==> src/rtl/mux_rr_scheduler.sv <==
// Round-robin scheduler sharing a two-lane 2:1 mux datapath between two show-ahead FIFOs.
// Grants are combinational; the selected word, its lane and a valid flag are registered.
module mux_rr_scheduler #(
    parameter int DATA_WIDTH = 4,
    parameter int BURST      = 2,
    parameter int CNT_WIDTH  = 8
) (
    input  logic                  clk,
    input  logic                  reset_L,
    input  logic                  fifo_empty0,
    input  logic                  fifo_empty1,
    input  logic [DATA_WIDTH-1:0] data_in0,
    input  logic [DATA_WIDTH-1:0] data_in1,
    input  logic                  down_almost_full,
    output logic                  pop0,
    output logic                  pop1,
    output logic                  selector,
    output logic                  valid_out,
    output logic [DATA_WIDTH-1:0] data_out,
    output logic [CNT_WIDTH-1:0]  count0,
    output logic [CNT_WIDTH-1:0]  count1
);

    typedef enum logic [1:0] {IDLE, SERVE, PAUSE} state_t;

    localparam logic [3:0] BURST_L = 4'(BURST);

    state_t     state;
    logic       rr_ptr;
    logic [3:0] burst_cnt;
    logic       pop_ok;
    logic       grant_valid;
    logic       grant_lane;

    // Backpressure reacts in the same cycle; the state register never gates pops.
    always_comb begin
        pop_ok      = reset_L && !down_almost_full;
        grant_valid = 1'b0;
        grant_lane  = 1'b0;
        if (pop_ok) begin
            if (!fifo_empty0 && !fifo_empty1) begin
                grant_valid = 1'b1;
                grant_lane  = (burst_cnt < BURST_L) ? rr_ptr : ~rr_ptr;
            end else if (!fifo_empty0) begin
                grant_valid = 1'b1;
                grant_lane  = 1'b0;
            end else if (!fifo_empty1) begin
                grant_valid = 1'b1;
                grant_lane  = 1'b1;
            end
        end
    end

    assign pop0 = grant_valid && !grant_lane;
    assign pop1 = grant_valid && grant_lane;

    always_ff @(posedge clk) begin
        if (!reset_L) begin
            state     <= IDLE;
            rr_ptr    <= 1'b0;
            burst_cnt <= '0;
            selector  <= 1'b0;
            valid_out <= 1'b0;
            data_out  <= '0;
            count0    <= '0;
            count1    <= '0;
        end else begin
            if (down_almost_full)
                state <= PAUSE;
            else if (!fifo_empty0 || !fifo_empty1)
                state <= SERVE;
            else
                state <= IDLE;

            if (grant_valid) begin
                // A lone lane keeps being granted; its burst count saturates at BURST.
                if (grant_lane == rr_ptr) begin
                    if (burst_cnt < BURST_L)
                        burst_cnt <= burst_cnt + 4'd1;
                end else begin
                    rr_ptr    <= grant_lane;
                    burst_cnt <= 4'd1;
                end
                selector  <= grant_lane;
                valid_out <= 1'b1;
                data_out  <= grant_lane ? data_in1 : data_in0;
                if (grant_lane)
                    count1 <= count1 + CNT_WIDTH'(1);
                else
                    count0 <= count0 + CNT_WIDTH'(1);
            end else begin
                valid_out <= 1'b0;
                data_out  <= '0;
            end
        end
    end

    // A PAUSE state means the previous cycle was backpressured, so nothing can be valid now.
    always_ff @(posedge clk) begin
        if (state == PAUSE)
            assert (!valid_out);
    end

endmodule

==> config.mk <==
export PLATFORM = sky130hd
export DESIGN_NAME = mux_rr_scheduler
export DESIGN_NICKNAME = d
export VERILOG_FILES = /design/src/rtl/mux_rr_scheduler.sv
export SDC_FILE = /design/constraint.sdc
export NUM_CORES = 1
export LEC_CHECK = 0
export CAP_MARGIN = 20
export CORE_AREA = 2 2 54 56
export DETAILED_ROUTE_END_ITERATION = 12
export DIE_AREA = 0 0 56 58
export PLACE_DENSITY = 0.8
export RECOVER_POWER = 50
export SLEW_MARGIN = 10
export SYNTH_ARGS = -nofsm -noshare
export SYNTH_HDL_FRONTEND = slang
export SYNTH_SLANG_ARGS = --single-unit
==> constraint.sdc <==
create_clock -name clk -period 2.9 [get_ports clk]
set_clock_uncertainty 0.15 [all_clocks]
set_input_delay 0.435 -clock clk [delete_from_list [all_inputs] [get_ports clk]]
set_output_delay 0.435 -clock clk [all_outputs]
set_load 0.005 [all_outputs]
==> flow_summary.json <==
{
  "final_nets": 202,
  "clk_latency_ns": 0.32,
  "die_y_um": 58,
  "synth_top_family_by_area": "simple AND/OR/NAND/NOR gates",
  "synth_compound_area_share_pct": 14.92,
  "peakVddDrop_mv": 0.3334,
  "ios": 37,
  "drc": 0,
  "cpMostUsedCell": "clkdlybuf4s50_1",
  "wl_met2_um": 1451,
  "final_area_um2": 1714,
  "path_buf_inv": 3,
  "powerDensity_nw_per_um2": 375.4,
  "place_hpwl_um": 2253,
  "crit_required_ns": 2.32,
  "antenna_left": 0,
  "slew_violations": 0,
  "cts_hold_buf": 0,
  "maxCapViolCount": 0,
  "async_flop_share_pct": 0,
  "crit_slowest_cell": "clkdlybuf4s50_1",
  "cts_resized": 0,
  "synth_xor_area_share_pct": 0,
  "htree_levels": 1,
  "antenna_found_initial": 0,
  "num_rows": 19,
  "numPortBuffers": 36,
  "hold_ws_ns": 0.3235,
  "synth_top_area_share_pct": 42.39,
  "die-area_um2": 3248,
  "synthCells": 144,
  "critPathMaxFanout": 7,
  "drive_above_1_share_pct": 6.486,
  "fmax_ghz": 0.3665,
  "topRoutingLayerUsed": "met4",
  "setup_viol": 0,
  "synth-seq-cells": 27,
  "synth_cell_type_count": 38,
  "rsz0062_at_grt": "false",
  "fin_crit_sh_pct": 94.08,
  "maxSlewHeadroom_pct": 71.97,
  "n_fill_cell": 250,
  "cts_buffers": 3,
  "place_area_um2": 1695,
  "synth_top_cell_by_area": "dfxtp_1",
  "clkTransAtPathRegs_ns": 0.15,
  "min_period_ns": 2.728,
  "clock_path_buffers": 2,
  "wire_per_inst_um": 13.75,
  "hp-class": "reg -> reg",
  "start_kind": "input port",
  "wl_met3_um": 175,
  "cts_tree": "built",
  "synthAdderAreaFrac_pct": 2.944,
  "grt_max_degree": 16,
  "coreArea_um2": 2663,
  "crit_chain": "clkdlybuf4s50_1, nand2b_1, nor2_1, nand2_1, inv_1, clkdlybuf4s50_1",
  "wl_met1_um": 1296,
  "first_global_vias": 1231,
  "diodes": 0,
  "synth_edf_count": 0,
  "timing.final.hold_violations": 0,
  "syn_nets": 160,
  "p_leak_nw": 0.6754,
  "drt_wl_total_um": 2969,
  "drt_iter0_markers": 23,
  "gp_congestion": 0.8867,
  "syn_to_final_growth_pct": 34.45,
  "synth-simple-area-share_pct": 29.05,
  "ys_warn_count": 0,
  "grt_usage_pct": 19.51,
  "synth_common_cells": "dfxtp_1 (27), nand2_1 (27), mux2i_1 (9), nand3_1 (8)",
  "ys_top_cells_by_area": "dfxtp_1 (42%), nand2_1 (7.9%), mux2i_1 (7.1%)",
  "synth-main-ff-cell": "dfxtp_1",
  "critPathKind": "in -> out",
  "cp-end-kind": "primary output",
  "worst_slew_pin_slew_ns": 0.4098,
  "drtPass1Iterations": 4,
  "synth_area_um2": 1275,
  "run_status": "completed",
  "grt_pass1_wl_um": 5195,
  "viasPerCell": 5.708,
  "yosysSeqAreaShare_pct": 42.39,
  "synth_mux_area_share_pct": 7.949,
  "cpLargestDelayFamily": "buffers and inverters",
  "grt_remaining_overflow": 0,
  "slowest_delay_ns": 0.53,
  "fin_tns_setup_ns": 0,
  "vias": 1233,
  "avgSynthCellArea_um2": 8.854,
  "start_util_pct": 47.89,
  "postCtsSetupRepairBufs": 0,
  "die_w_um": 56,
  "clkSinkCount": 27,
  "regToRegSetupSlack_ns": 0.93,
  "arrival_ns": 2.14,
  "clock-root-buffer": "clkbuf_4"
}
[layout make-up]
cell class | instances | area [µm²] | area share (%)
multi-input combinational | 108 | 694.4 | 40.51
sequential | 27 | 540.5 | 31.53
timing repair buffer | 41 | 394.1 | 22.99
tap | 31 | 38.79 | 2.263
clock buffer | 3 | 22.52 | 1.314
inverter | 5 | 18.77 | 1.095
clock inverter | 1 | 5.005 | 0.2920
[kinds of logic (layout without fill, tap and decap cells)]
logic type,Yosys count,count (layout)
adder cells (fa/ha/maj),3,3
flip-flops,27,27
AO/OA/AOI/OAI,28,28
AND/OR/NAND/NOR,67,67
buffers and inverters,9,50
multiplexers,10,10
[state kept, by name, summed over array words and instances, names as in the netlist]
register and count:
burst_cnt 4, selector 1, count1 8, count0 8, valid_out 1, data_out 4, rr_ptr 1
[layout by cell type (no fill, tap or decap), drive strengths merged, types with 3 or more instances in the layout]
cell type and count:
nor2 4, nand2b 5, a21oi 7, nor4 3, or4 5, mux2i 9
o31ai 5, dlygate4sd3 14, o21ai 8, nand3 8, dfxtp 27, clkbuf 4
ha 3, nand2 27, nor4b 3, inv 4, clkdlybuf4s50 22, buf 4
[layer usage]
| layer | vias up | global-route usage (%) |
|---|---|---|
| met5 | - | 0 |
| met4 | 0 | 5.442 |
| met3 | 6 | 4.464 |
| met2 | 41 | 34.96 |
| met1 | 574 | 23.60 |
| li1 | 612 | - |
[stage by stage]
stage	total power [mW]	utilization, %	cells	setup WS, ns
after floorplan	0.4407	-	144	1.003
after global placement	0.4881	63.67	212	0.2362
after detailed placement	0.4918	63.67	212	0.1739
after CTS	0.6503	64.71	216	0.1637
after global routing	0.6757	64.38	216	0.02023
final	0.6435	64.38	216	0.1716
[worst register-to-register path: cells and delay by family, from the launching register on]
| kind | cells | cell delay (ns) |
|---|---|---|
| buffers and inverters | 1 | 0.18 |
| AOI/OAI and AO/OA | 2 | 0.27 |
| and+or+nand+nor | 2 | 0.92 |
| DFF | 1 | 0.41 |
[report_power, final]
group	switching (mW)	internal, mW	total (mW)
sequential	0.00965	0.381	0.391
combinational	0.0425	0.0471	0.0897
clock	0.111	0.0517	0.163
total	0.164	0.480	0.644
[final timing paths]
check / startpoint / to / depth (start not counted)
max: down_almost_full / pop1 / 6
min reg2reg: selector / selector / 2
min: selector / selector / 2
max reg2reg: burst_cnt[1] / count0[6] / 5
(Power assumes the default switching activity.)
